[src/rtl/tetris_pkg.sv]
// tetris_pkg
//   Definitions shared by tetromino_drawer and tetromino_collision_checker:
//   default board size, piece ids, checker FSM states, and the 4x4 footprint
//   masks. Mask bit index = dy*4 + dx.
package tetris_pkg;

    localparam int unsigned BOARD_W_DEFAULT = 10;
    localparam int unsigned BOARD_H_DEFAULT = 20;

    typedef enum logic [2:0] {
        EMPTY = 3'd0,
        I     = 3'd1,
        O     = 3'd2,
        T     = 3'd3,
        S     = 3'd4,
        Z     = 3'd5,
        J     = 3'd6,
        L     = 3'd7
    } t_id_e;

    typedef enum logic [1:0] {
        ST_IDLE,
        ST_SCAN,
        ST_DRAIN,
        ST_DONE
    } chk_state_e;

    function automatic logic [15:0] shape_mask(input t_id_e id);
        logic [15:0] m;
        case (id)
            I:       m = 16'h000F;
            O:       m = 16'h0033;
            T:       m = 16'h0027;
            S:       m = 16'h0036;
            Z:       m = 16'h0063;
            J:       m = 16'h0071;
            L:       m = 16'h0074;
            default: m = '0;
        endcase
        return m;
    endfunction

endpackage

[src/rtl/tetromino_collision_checker_data.sv]
// tetromino_collision_checker_data
//   Datapath for the collision check: latched position and mask, cell
//   counter k, off-board compare, read-pending flag and sticky collide flag.
//   Ports:
//     clk, reset       clock, asynchronous active-high reset
//     load_regs        latch in_x/in_y/mask, clear k and collide
//     incr_k           evaluate cell k this cycle and advance k
//     in_x, in_y, t_id candidate position and piece id
//     rd_id            board cell contents, one cycle after rd_en
//     k_eq_15          counter is on its last cell
//     rd_x, rd_y       board read address (zero when no read)
//     rd_en            board read strobe
//     collide          accumulated collision result
module tetromino_collision_checker_data
    import tetris_pkg::*;
#(
    parameter int unsigned BOARD_W = BOARD_W_DEFAULT,
    parameter int unsigned BOARD_H = BOARD_H_DEFAULT
) (
    input  logic       clk,
    input  logic       reset,
    input  logic       load_regs,
    input  logic       incr_k,
    input  logic [4:0] in_x,
    input  logic [4:0] in_y,
    input  logic [2:0] t_id,
    input  logic [2:0] rd_id,
    output logic       k_eq_15,
    output logic [4:0] rd_x,
    output logic [4:0] rd_y,
    output logic       rd_en,
    output logic       collide
);

    localparam logic [5:0] W6 = 6'(BOARD_W);
    localparam logic [5:0] H6 = 6'(BOARD_H);

    logic [4:0]  lat_x;
    logic [4:0]  lat_y;
    logic [15:0] mask;
    logic [3:0]  k;
    logic        pending;
    logic [5:0]  bx;
    logic [5:0]  by;
    logic        cell_on;
    logic        off_board;

    // 6-bit sums so a footprint hanging past column/row 31 cannot wrap back
    // onto the board.
    assign bx        = {1'b0, lat_x} + {4'b0, k[1:0]};
    assign by        = {1'b0, lat_y} + {4'b0, k[3:2]};
    assign cell_on   = mask[k];
    assign off_board = (bx >= W6) || (by >= H6);
    assign k_eq_15   = (k == 4'd15);

    assign rd_en = incr_k & cell_on & ~off_board;
    assign rd_x  = rd_en ? bx[4:0] : '0;
    assign rd_y  = rd_en ? by[4:0] : '0;

    always_ff @(posedge clk or posedge reset) begin
        if (reset) begin
            lat_x   <= '0;
            lat_y   <= '0;
            mask    <= '0;
            k       <= '0;
            pending <= 1'b0;
            collide <= 1'b0;
        end else begin
            pending <= rd_en;
            if (load_regs) begin
                lat_x   <= in_x;
                lat_y   <= in_y;
                mask    <= shape_mask(t_id_e'(t_id));
                k       <= '0;
                collide <= 1'b0;
            end else begin
                if (incr_k) begin
                    k <= k + 4'd1;
                end
                if ((incr_k && cell_on && off_board) ||
                    (pending && (rd_id != '0))) begin
                    collide <= 1'b1;
                end
            end
        end
    end

endmodule

[config.mk]
export PLATFORM = sky130hd
export DESIGN_NAME = tetromino_collision_checker_data
export DESIGN_NICKNAME = d
export VERILOG_FILES = /design/src/rtl/tetris_pkg.sv /design/src/rtl/tetromino_collision_checker_data.sv
export SDC_FILE = /design/constraint.sdc
export NUM_CORES = 1
export LEC_CHECK = 0
export CAP_MARGIN = 5
export CORE_ASPECT_RATIO = 1.1
export CORE_UTILIZATION = 49
export DETAILED_ROUTE_END_ITERATION = 10
export PLACE_DENSITY = 0.79
export SYNTH_ARGS = -nofsm -noshare
export SYNTH_HDL_FRONTEND = slang
export SYNTH_SLANG_ARGS = --single-unit
[constraint.sdc]
create_clock -name clk -period 2.3 [get_ports clk]
set_input_delay 0.23 -clock clk [delete_from_list [all_inputs] [get_ports clk]]
set_output_delay 0.23 -clock clk [all_outputs]
set_load 0.02 [all_outputs]
== Word-level counts from Yosys, hierarchy flattened ==
Cells that the tools add are included.

* Register bits: 32
* Bits in latches: 0
* Bits in writable memories: 0
* ROM bits: 0
* Input port bits: 20
* Output and inout port bits: 13
* Logic and storage cells: 40
* Memories kept: 0

* $add $sub $neg: 3
* $mul: 0
* Div/mod/pow operators: 0
* Order comparisons: 3
* Equality and inequality tests: 8
* Shifts and indexed selects: 0
* Muxes and demuxes: 9
* Bitwise logic cells: 3
* Reductions and logical operators: 8

{| class="wikitable"
|+ Operators with widths
! operator !! number
|-
| 7-bit one-hot mux with 7 select lines || 1
|-
| 5-bit by 2-bit adder with 6-bit output || 2
|-
| 3-bit == test (second input constant) || 4
|-
| 5-bit 2-to-1 mux || 2
|-
| 4-bit 2-to-1 mux || 2
|-
| 3-bit by 2-bit == test with 1-bit output (second input constant) || 2
|-
| 6-bit by 4-bit >= comparator with 1-bit output (second input constant) || 1
|-
| 6-bit by 5-bit >= comparator with 1-bit output (second input constant) || 1
|-
| 4-bit by 5-bit < comparator with 1-bit output (second input constant) || 1
|-
| 4-bit by 1-bit adder with 4-bit output (second input constant) || 1
|-
| 1-bit binary-select mux with 4-bit select || 1
|-
| 4-bit == test (second input constant) || 1
|-
| 2-bit nonzero test || 2
|-
| 3-bit by 1-bit == test with 1-bit output (second input constant) || 1
|-
| 1-bit logical AND || 3
|-
| 1-bit 2-to-1 mux || 3
|-
| 3-bit nonzero test || 1
|-
| 1-bit bitwise AND || 2
|-
| 1-bit logical OR || 2
|-
| 1-bit NOT || 1
|}

== Logic depth before layout (Yosys ltp) ==
Gate-level depths: netlist of the first run.

* Depth in word-level cells: 7
* Gate-level depth with buffers: 8
* Mapped depth without buffers: 8

== Worst setup path before layout of the first run ==
No wires, ideal clock.

* Path kind: register to output
* Start: register k[2]
* End: output rd_y[2]
* Arrival: 1.991 ns
* Required time: 2.070 ns
* Path slack: 0.079 ns
* Stages on the path, launching flop included: 7
* Path buffers: 0
* Cell sequence: dfrtp_1 -> ha_1 -> fa_1 -> o21ai_0 -> a2bb2oi_1 -> nand4_4 -> nor2_1

* Longest elaborated chain between the ends: 6
* Elaborated cells on any way between the ends: 9
* Those cells by class: add/sub (1); order compare (1); mux (3); bitwise (3); reduce/logical (1)

{| class="wikitable"
|+ RTL lines
! item !! line !! text
|-
| start: declaration || tetromino_collision_checker_data.sv:41 || <nowiki>logic [3:0] k;</nowiki>
|-
| start signal: assignment || tetromino_collision_checker_data.sv:78 || <nowiki>k <= k + 4'd1;</nowiki>
|-
| 5-bit by 2-bit adder with 6-bit output || tetromino_collision_checker_data.sv:51 || <nowiki>assign by = {1'b0, lat_y} + {4'b0, k[3:2]};</nowiki>
|-
| 6-bit by 5-bit >= comparator with 1-bit output || tetromino_collision_checker_data.sv:53 || <nowiki>assign off_board = (bx >= W6) || (by >= H6);</nowiki>
|-
| 1-bit logical OR || tetromino_collision_checker_data.sv:53 ||
|-
| 1-bit NOT || tetromino_collision_checker_data.sv:56 || <nowiki>assign rd_en = incr_k & cell_on & ~off_board;</nowiki>
|-
| 1-bit bitwise AND || tetromino_collision_checker_data.sv:56 ||
|-
| 5-bit 2-to-1 mux (*) || tetromino_collision_checker_data.sv:58 || <nowiki>assign rd_y = rd_en ? by[4:0] : '0;</nowiki>
|-
| end: declaration || tetromino_collision_checker_data.sv:30 || <nowiki>output logic [4:0] rd_y,</nowiki>
|}

Every way passes the cells marked *; elsewhere a longest branch is shown, timed or not. The select of a mux whose other input is x is not followed.

== Final worst setup path of the first run ==
* Start: register k[0]
* End: output rd_x[3]

* Longest elaborated chain between the ends: 6
* Elaborated cells on any way between the ends: 9
* Those cells by class: add/sub (1); order compare (1); mux (3); bitwise (3); reduce/logical (1)

{| class="wikitable"
|+ RTL lines
! item !! line !! text
|-
| 5-bit by 2-bit adder with 6-bit output || tetromino_collision_checker_data.sv:50 || <nowiki>assign bx = {1'b0, lat_x} + {4'b0, k[1:0]};</nowiki>
|-
| 6-bit by 4-bit >= comparator with 1-bit output || tetromino_collision_checker_data.sv:53 ||
|-
| 1-bit logical OR || tetromino_collision_checker_data.sv:53 ||
|-
| 1-bit NOT || tetromino_collision_checker_data.sv:56 ||
|-
| 1-bit bitwise AND || tetromino_collision_checker_data.sv:56 ||
|-
| 5-bit 2-to-1 mux (*) || tetromino_collision_checker_data.sv:57 || <nowiki>assign rd_x = rd_en ? bx[4:0] : '0;</nowiki>
|-
| end: declaration || tetromino_collision_checker_data.sv:29 || <nowiki>output logic [4:0] rd_x,</nowiki>
|}

Marks and branches as above.

==> summary.txt, run 1 <==
Floorplanning
  – Width of the die: 51.96 um
  – Die Height: 56.95 um
  – Die area: 0.002959 mm^2
  – Initial core utilization: 0.5288
  – Row cnt: 19
  – I/O pins: 33
  – Core Region: 0.002544 mm^2

Setup path
  – Crit-path max FO: 7
  – Worst Setup End Kind: output pin
  – Critical path class: flip-flop to output pin
  – Setup crit start kind: flip-flop
  – CP arrival: 2.29 ns
  – Required @ worst endpoint: 2.07 ns

Routing
  – Vias per Instance: 5.514
  – Antenna viol nets, final: 0
  – Vias post-DR: 1147
  – TritonRoute pass-1 iters: 4
  – Residual DRC: 0
  – Routed WL per cell: 14.82 um
  – Total wire length: 3.082 mm
  – Initial DRC Count: 12

Power
  – Int Pwr: 0.6553 mW
  – Peak supply drop: 0.0003921 V
  – P_leak: 0.8353 nW
  – PwrDens: 510.3 mW/mm^2
  – Flop pwr share: 0.501
  – Combinational power share: 0.297
  – Switch share: 0.3071
  – Clk pwr share: 0.202
  – Net switching power: 0.2904 mW

Timing
  – Final setup fails: 10
  – Fmax: 396.5 MHz
  – Final hold vios: 0
  – Final worst-path setup slack: -0.2223 ns
  – Hold WS: 0.2315 ns
  – RSZ-0062 raised after global routing: true
  – Normalized max-slew margin: 0.5516
  – Clock Skew: 0.002774 ns
  – Fin crit period: 2.522 ns
  – Crit share post-route: 1.097
  – Worst-margin pin slew: 0.6705 ns
  – Final Max Slew Viols: 0

Yosys
  – Synth area leaders: dfrtp_1 (43%), mux2_2 (7.5%), ha_1 (4.7%)
  – Most numerous cell in the Yosys netlist: dfrtp_1
  – Top_reg_cell synth: dfrtp_1
  – Sequential area share after synthesis: 0.4279
  – Area share of the largest cell type after synthesis: 0.4279
  – Flops & latches, synth: 23
  – Post-synth EDFFs: 0
  – Avg Cell Area, Syn: 10.19 um^2
  – Synthesized instance count: 132
  – Top cell types by occurrence after synthesis: dfrtp_1 (23), nor2_1 (14), inv_1 (10), mux2_2 (9), nand2_1 (8)
  – Distinct cells, synth: 38
  – Post-synth ARST share: 1.000
  – Synthesized area: 0.001345 mm^2
  – Syn nets: 159
  – Cell taking the most area after synthesis: dfrtp_1
  – Ys Warns: 0

Layout
  – Design Area, Final: 0.001853 mm^2
  – Fin util: 0.7285
  – P&R area growth vs syn: 37.77%
  – Layout cells sized above 1: 0.3333
  – Total Nets Final: 205
  – Antenna Cells: 0

Clocking
  – CTS Buf Count: 3
  – CTS tree: yes
  – Max clock buf depth: 2
  – Clock Tree Root: clkbuf_4
  – CTS sink cnt: 23
  – H-tree level count: 1
  – Clock Latency Late Sink: 0.31 ns
  – Clk slew on worst S/H paths: 0.13 ns

Global routing
  – Largest net degree at the start of global routing: 24
  – Vias in the first global route: 1198
  – Initial antenna violation count: 0
  – All-Layer GR Usage: 0.2307
  – Gr ovfl total: 0
  – First-pass GRT wire length: 5.078 mm

Placed design
  – Placed instance area: 0.001750 mm^2
  – Detailed placement HPWL: 2.281 mm
  – Placer Congestion: 0.8558
  – Buffers on Ports: 31

Job
  – Max_cap viols: 0

Status
  – Failing checks: setup timing
  – Outcome: finished, violations left

Hold path
  – Hold Crit Class: input port to asynchronous set/reset pin
path summary, 6_finish.rpt:
kind                              start  endpoint  slack [ns]  cells past startpoint
worst min register to register  mask[4]   mask[4]        0.54                      1
worst min-delay path              reset   mask[1]        0.23                      3
max in group asynchronous         reset   pending        1.84                      3
worst max-delay path               k[0]   rd_x[3]       -0.22                      8
worst max register to register     k[0]   pending        0.35                      8
min in group clk                in_x[1]  lat_x[1]        0.47                      3
routing by layer:
layer	share of wire	GRT usage	vias up
met5	0	0	-
met4	0.019	0.09266	0
met3	0.038	0.02933	6
met2	0.54	0.4249	30
met1	0.40	0.2619	567
li1	-	-	544
cell usage in the layout (no fill, tap or decap), types with 7 or more instances in the layout:
cell type / netlist / layout
buf_4: 1 / 22
clkdlybuf4s50_1: 0 / 21
dfrtp_1: 23 / 23
inv_1: 10 / 9
mux2_2: 9 / 9
nand2_1: 8 / 7
nor2_1: 14 / 13
registers in the layout, summed over array words and instances, names as in the netlist:
signal,flops
mask,7
lat_x,5
collide,1
lat_y,5
pending,1
k,4
layout make-up:
type                       count  area [um^2]
sequential                    23        575.6
multi-input combinational     93        753.2
clock inverter                 1        5.005
tap                           31        38.79
fill                         195        690.7
clock buffer                   3        22.52
inverter                      10        37.54
timing repair buffer          47        420.4
worst max-delay path, stage by stage, from the launching register on:
cell      delay (ns)
dfrtp_1         0.42
buf_4           0.14
buf_4           0.15
mux4_2          0.33
nor2_1          0.04
and4bb_4        0.36
nand4_4         0.16
o21ba_4         0.26
buf_6           0.10
metrics by stage:
stage               setup WS, ns  setup TNS [ns]  total power, mW  std cells
finish                   -0.2223          -1.681           0.9457        208
detailed placement       -0.5101          -4.313           0.7362        200
floorplan                0.07863               0           0.6262        132
global route             -0.3141          -2.687           0.9974        208
global placement         -0.3652          -3.112           0.7245        200
CTS                      -0.2085          -1.516           0.9382        206
cells by family (layout without fill, tap and decap cells):
group | after synthesis | after routing | share of synthesized area
other | 1 | 1 | 0.002788
flip-flops | 23 | 23 | 0.4279
AND/OR/NAND/NOR | 42 | 42 | 0.1712
adder cells (fa/ha/maj) | 7 | 7 | 0.07628
buffers and inverters | 16 | 61 | 0.05302
XOR/XNOR | 8 | 8 | 0.05210
multiplexers | 12 | 12 | 0.1070
AO/OA/AOI/OAI | 23 | 23 | 0.1098
timing repair:
item / 4_1_cts / 5_1_grt
setup buffers: 2 / 2
resized for setup: 66 / 6
gates cloned: 0 / 0
pin swaps: 9 / 7
hold buffers: 0 / 0
endpoints found under the setup margin: 10 / 10
power by group through the flow:
stage | clock network (mW) | registers, mW | logic (mW)
after floorplan | 0 | 0.477 | 0.150
after global placement | 0 | 0.476 | 0.248
after detailed placement | 0 | 0.479 | 0.257
after CTS | 0.193 | 0.473 | 0.272
after global routing | 0.209 | 0.479 | 0.309
final | 0.191 | 0.474 | 0.281
No activity file was read; power rests on OpenSTA's default activity.
==> run 2: changes to the inputs <==
- CELL_PAD_IN_SITES_DETAIL_PLACEMENT: default -> 0
- CELL_PAD_IN_SITES_GLOBAL_PLACEMENT: default -> 2
- CORE_UTILIZATION: 49 -> 30
- PLACE_DENSITY: 0.79 -> default
- PLACE_DENSITY_LB_ADDON: default -> 0.1
==> run 2 against run 1 <==
  * The flow still finishes with violations (setup timing)
  * Global-route usage down 9.0 points
  * Register-to-register slack better by 0.10 ns
  * Critical path type unchanged
  * Final cell count is 13% higher
  * Critical endpoint unchanged
==> summary.txt, run 2 (same netlist as run 1, synthesis figures left out) <==
Floorplanning
  – Die Height: 72.23 um (+27%)
  – I/O pins: 33 (unchanged)
  – Die area: 0.004755 mm^2 (+61%)
  – Width of the die: 65.84 um (+27%)
  – Core Region: 0.004285 mm^2 (+68%)
  – Initial core utilization: 0.3139 (-0.2149)
  – Row cnt: 25 (+6)

Timing
  – Final worst-path setup slack: -0.1092 ns (+0.1131 ns)
  – RSZ-0062 raised after global routing: true
  – Final Max Slew Viols: 0 (unchanged)
  – Crit share post-route: 1.047 (-0.04916)
  – Worst-margin pin slew: 0.5906 ns (-0.07989 ns)
  – Normalized max-slew margin: 0.6051 (+0.05343)
  – Clock Skew: 0.002201 ns (-0.0005732 ns)
  – Fin crit period: 2.409 ns (-0.1131 ns)
  – Final hold vios: 0 (unchanged)
  – Setup TNS: -0.5555 ns (+1.125 ns)
  – Fmax: 415.1 MHz (+4.7%)
  – Final setup fails: 9 (-1)

Power
  – Peak supply drop: 0.0002135 V (-46%)
  – PwrDens: 528.3 mW/mm^2 (+3.5%)
  – P_leak: 0.8660 nW (+3.7%)

Status
  – Outcome: finished, violations left
  – Failing checks: setup timing

Clocking
  – Clock Latency Late Sink: 0.27 ns (-0.04 ns)
  – Clk slew on worst S/H paths: 0.09 ns (-0.04 ns)
  – Max clock buf depth: 2 (unchanged)
  – CTS sink cnt: 23 (unchanged)
  – H-tree level count: 1 (unchanged)
  – Hold Buf Count CTS: 0 (unchanged)
  – CTS Buf Count: 3 (unchanged)
  – CTS tree: yes
  – Clock Tree Root: clkbuf_8

Setup path
  – Worst path top cell family by delay: simple AND/OR/NAND/NOR gates
  – Worst Setup End Kind: output pin
  – Most frequent cell on the critical path: buf_4
  – R2r worst-path depth: 8 (unchanged)
  – CP max-delay cell: dfrtp_1
  – Required @ worst endpoint: 2.07 ns (about the same)
  – Critical path buffers and inverters: 3 (unchanged)
  – Worst r2r src: k[0]
  – Critical path class: flip-flop to output pin
  – Cells along the critical path: buf_4 -> buf_4 -> mux4_2 -> nor2_1 -> and4bb_4 -> nand4_4 -> o21ba_4 -> buf_6
  – CP max stage delay: 0.39 ns (-0.03 ns)
  – Setup crit start kind: flip-flop
  – CP arrival: 2.18 ns (-0.11 ns)
  – Reg-to-Reg End: collide
  – Crit-path max FO: 7 (unchanged)
  – R2r setup slk: 0.45 ns (+0.10 ns)

Routing
  – Vias post-DR: 1117 (-2.6%)
  – Total wire length: 3.003 mm (-2.6%)
  – Antenna viol nets, final: 0 (unchanged)
  – TritonRoute pass-1 iters: 4 (unchanged)
  – Routed WL per cell: 12.72 um (-14%)
  – Residual DRC: 0 (unchanged)
  – Initial DRC Count: 42 (+30)
  – Vias per Instance: 4.733 (-14%)

Layout
  – Antenna Cells: 0 (unchanged)
  – Area of the multi-input gates: 750.7 um^2 (-0.33%)
  – Commonest non-fill, non-tap cell in the layout: buf_4
  – Reg area: 575.6 um^2 (unchanged)
  – Biggest regs: mask (7), lat_x (5), lat_y (5)
  – Most frequent cells in the layout: buf_4 (27), dfrtp_1 (23), clkdlybuf4s50_1 (21)
  – Design Area, Final: 0.001934 mm^2 (+4.4%)
  – Total Nets Final: 210 (+2.4%)
  – P&R area growth vs syn: 43.81%
  – Layout cells sized above 1: 0.3352 (+0.001832)
  – Reg with most FFs: mask
  – Fillcell total: 410 (+110%)
  – Largest register FFs: 7 (unchanged)

Placed design
  – Placer Congestion: 0.7151 (-16%)
  – Buffers on Ports: 31 (unchanged)
  – Placed instance area: 0.001809 mm^2 (+3.4%)
  – Detailed placement HPWL: 2.265 mm (-0.70%)

Global routing
  – Gr ovfl total: 0 (unchanged)
  – Vias in the first global route: 1118 (-6.7%)
  – All-Layer GR Usage: 0.1410 (-0.08971)
  – Initial antenna violation count: 0 (unchanged)
  – First-pass GRT wire length: 5.085 mm (+0.14%)
  – Largest net degree at the start of global routing: 24 (unchanged)

Hold path
  – Hold Crit Class: input port to asynchronous set/reset pin

Job
  – Max_cap viols: 0 (unchanged)
## run 2: worst max path at each step
stage                         from  cells after the start  slack [ns]       to
after floorplan               k[2]                      6        0.08  rd_y[2]
after global placement    lat_y[0]                      8       -0.43  rd_x[0]
after detailed placement  lat_y[0]                      8       -0.46  rd_x[0]
after CTS                 lat_y[0]                      8       -0.16  rd_x[3]
after global routing          k[2]                      9       -0.26  rd_x[3]
final                         k[0]                      8       -0.11  rd_x[3]
## run 2: power breakdown
group,switching (mW),total (mW),internal (mW)
logic,0.128,0.285,0.157
clock network,0.141,0.265,0.124
registers,0.0307,0.472,0.441
## run 2: area by class of cell
| class | instances | share of cell area |
|---|---|---|
| well taps | 54 | 0.03493 |
| repair buffers | 52 | 0.2367 |
| clock buffers | 4 | 0.02329 |
| multi-input cells | 93 | 0.3881 |
| inverters | 10 | 0.01940 |
| flip-flops and latches | 23 | 0.2975 |
## run 2: worst min-delay path, delay by kind of cell
| kind | cells | cell delay (ns) |
|---|---|---|
| buffers and inverters | 3 | 0.73 |
## run 2: metal layers
layer	track usage	vias up	routed length (um)
met5	0	-	0
met4	0.05072	0	44
met3	0.02044	5	118
met2	0.2324	26	1459
met1	0.1865	532	1381
li1	-	554	-
## run 2: timing repair
action                     4_1_cts  5_1_grt
pin swaps                        7        8
buffers inserted                 4        1
setup endpoints to repair       10       10
gates resized for setup         65        5
## run 2: metrics by stage
stage / setup WS [ns] / utilization / hold WS [ns] / instances / power (mW)
2_1_floorplan: 0.07863 / - / 0.2319 / 132 / 0.6262
3_3_place_gp: -0.4258 / 0.4222 / 0.4951 / 227 / 0.7402
3_5_place_dp: -0.4589 / 0.4222 / 0.5079 / 227 / 0.7465
4_1_cts: -0.1553 / 0.4441 / 0.3088 / 235 / 1.024
5_1_grt: -0.2565 / 0.4514 / 0.3313 / 236 / 1.083
6_report: -0.1092 / 0.4514 / 0.2937 / 236 / 1.022
==> run 3: changes to the inputs <==
- CORE_MARGIN: default -> 2
==> run 3 against run 2 <==
  * The run still ends with setup timing left
  * Combinational power about the same
  * Design area increased by 0.45%
  * Clock skew increased by 0.00077 ns
  * Final cell count increased by 0.42%
  * Via count decreased by 0.63%
  * Sequential share of layout area decreased by 0.13 points
  * Critical path depth decreased by 1
  * Critical endpoint unchanged
==> summary.txt, run 3 (same netlist as run 1, synthesis figures left out) <==
Global routing
  – Initial antenna violation count: 0 (unchanged)
  – All-Layer GR Usage: 0.1400 (-0.001042)
  – First-pass GRT wire length: 5.271 mm (+3.7%)
  – Gr ovfl total: 0 (unchanged)
  – Largest net degree at the start of global routing: 24 (unchanged)
  – Vias in the first global route: 1130 (+1.1%)

Floorplanning
  – Initial core utilization: 0.3116 (-0.002274)
  – Row cnt: 25 (unchanged)
  – Die Height: 74.23 um (+2.8%)
  – Die area: 0.005035 mm^2 (+5.9%)
  – Width of the die: 67.84 um (+3.0%)
  – I/O pins: 33 (unchanged)
  – Core Region: 0.004317 mm^2 (+0.73%)

Status
  – Outcome: finished, violations left
  – Failing checks: setup timing

Clocking
  – CTS tree: yes
  – Clk slew on worst S/H paths: 0.08 ns (about the same)
  – Clock Tree Root: clkbuf_8
  – Clock Latency Late Sink: 0.26 ns (about the same)
  – H-tree level count: 1 (unchanged)
  – CTS sink cnt: 23 (unchanged)
  – Max clock buf depth: 2 (unchanged)
  – CTS Buf Count: 3 (unchanged)

Setup path
  – Critical path class: flip-flop to output pin
  – R2r setup slk: 0.43 ns (-0.02 ns)
  – Worst r2r src: k[2]
  – Required @ worst endpoint: 2.07 ns (about the same)
  – Reg-to-Reg End: collide
  – CP max-delay cell: fa_2
  – Worst path top cell family by delay: adder cells
  – Setup crit start kind: flip-flop
  – CP max stage delay: 0.42 ns (+0.03 ns)
  – Cells along the critical path: ha_2 -> fa_2 -> o21ai_2 -> a2bb2oi_2 -> nand4_4 -> o21ba_4 -> buf_6
  – Critical path buffers and inverters: 1 (-2)
  – Worst Setup End Kind: output pin
  – Crit-path max FO: 7 (unchanged)
  – R2r worst-path depth: 6 (-2)
  – CP arrival: 2.19 ns (about the same)

Timing
  – Final worst-path setup slack: -0.1237 ns (-0.01456 ns)
  – Final Max Slew Viols: 0 (unchanged)
  – Worst-margin pin slew: 0.7292 ns (+0.1386 ns)
  – Clock Skew: 0.002972 ns (+0.0007714 ns)
  – Final setup fails: 10 (+1)
  – RSZ-0062 raised after global routing: true
  – Fin crit period: 2.424 ns (+0.01456 ns)
  – Fmax: 412.6 MHz (-0.60%)
  – Final hold vios: 0 (unchanged)
  – Crit share post-route: 1.054 (+0.006331)
  – Normalized max-slew margin: 0.5123 (-0.09272)
  – Hold WS: 0.3140 ns (+0.02032 ns)

Routing
  – Initial DRC Count: 66 (+57%)
  – Total wire length: 3.224 mm (+7.4%)
  – Antenna viol nets, final: 0 (unchanged)
  – Vias post-DR: 1110 (-0.63%)
  – Residual DRC: 0 (unchanged)
  – TritonRoute pass-1 iters: 4 (unchanged)
  – Vias per Instance: 4.684 (-1.0%)
  – Routed WL per cell: 13.60 um (+6.9%)

Placed design
  – Detailed placement HPWL: 2.370 mm (+4.6%)
  – Placer Congestion: 0.7954 (+11%)
  – Inst Count DP: 228 (+0.44%)
  – Buffers on Ports: 31 (unchanged)

Layout
  – Fin cells: 237 (+0.42%)
  – Largest register FFs: 7 (unchanged)
  – Total Nets Final: 211 (+0.48%)
  – Fillcell total: 439 (+7.1%)
  – Reg with most FFs: mask
  – Biggest regs: mask (7), lat_x (5), lat_y (5)
  – P&R area growth vs syn: 44.46%
  – Most frequent cells in the layout: buf_4 (28), dfrtp_1 (23), clkdlybuf4s50_1 (21)
  – Commonest non-fill, non-tap cell in the layout: buf_4
  – Antenna Cells: 0 (unchanged)
  – Layout cells sized above 1: 0.3443 (+0.009097)

Job
  – Max_cap viols: 0 (unchanged)

Hold path
  – Hold Crit Class: input port to asynchronous set/reset pin

Power
  – Peak supply drop: 0.0002882 V (+35%)
  – P_leak: 0.8716 nW (+0.65%)
  – PwrDens: 522.3 mW/mm^2 (-1.1%)
-- run 3: changes by cell type in the layout (fill, tap and decap cells not counted), sizes merged --
cell	before	now
buf	31	32
-- run 3: worst reg2reg max path: cells and delay by family (launching register included) --
family | cells | cell delay (ns)
AO/OA/AOI/OAI | 3 | 0.46
adder cells (fa/ha/maj) | 2 | 0.63
flip-flops | 1 | 0.39
AND/OR/NAND/NOR | 1 | 0.24
-- run 3: layout make-up --
type | instances | area, um^2 | share of cell area
Timing Repair Buffer | 53 | 465.4 | 0.2395
Tap cell | 54 | 67.56 | 0.03477
Sequential cell | 23 | 575.6 | 0.2962
Inverter | 10 | 37.54 | 0.01932
Multi-Input combinational cell | 93 | 752.0 | 0.3870
Clock buffer | 4 | 45.04 | 0.02318
-- run 3: metrics by stage --
stage	TNS (ns)	total power, mW	utilization	setup slack, ns	area [um^2]
after floorplan	0	0.6262	-	0.07863	1345
after global placement	-4.237	0.7412	0.4209	-0.5122	1817
after detailed placement	-4.470	0.7451	0.4209	-0.5367	1817
after CTS	-0.7551	1.027	0.4429	-0.1270	1912
after global routing	-1.809	1.081	0.4501	-0.2311	1943
final	-0.7494	1.015	0.4501	-0.1237	1943
-- run 3: worst max path at each step --
stage / startpoint / end / slack, ns / depth (start not counted)
finish: k[2] / rd_x[3] / -0.12 / 7
global placement: lat_y[0] / rd_x[0] / -0.51 / 7
detailed placement: lat_y[0] / rd_x[0] / -0.54 / 7
global route: lat_x[0] / rd_x[3] / -0.23 / 9
floorplan: k[2] / rd_y[2] / 0.08 / 6
CTS: k[2] / rd_x[3] / -0.13 / 7
-- run 3: repair_timing --
action / CTS / global route
setup buffers: 2 / 3
endpoints found under the setup margin: 10 / 10
hold buffers: 0 / 0
pin swaps: 9 / 3
cloned: 0 / 0
resized for setup: 68 / 3
-- run 3: layer usage --
layer / track usage / vias up / wire, um
met2: 0.2582 / 23 / 1687
met1: 0.1624 / 531 / 1344
met5: 0 / - / 0
met3: 0.02421 / 4 / 147
li1: - / 552 / -
met4: 0.04667 / 0 / 44
-- run 3: power by group --
| part | switching (mW) | total (mW) | leakage (nW) | internal, mW |
|---|---|---|---|---|
| Clock | 0.133 | 0.257 | 0.0228 | 0.124 |
| Sequential | 0.0307 | 0.472 | 0.281 | 0.441 |
| Combinational | 0.128 | 0.286 | 0.567 | 0.157 |
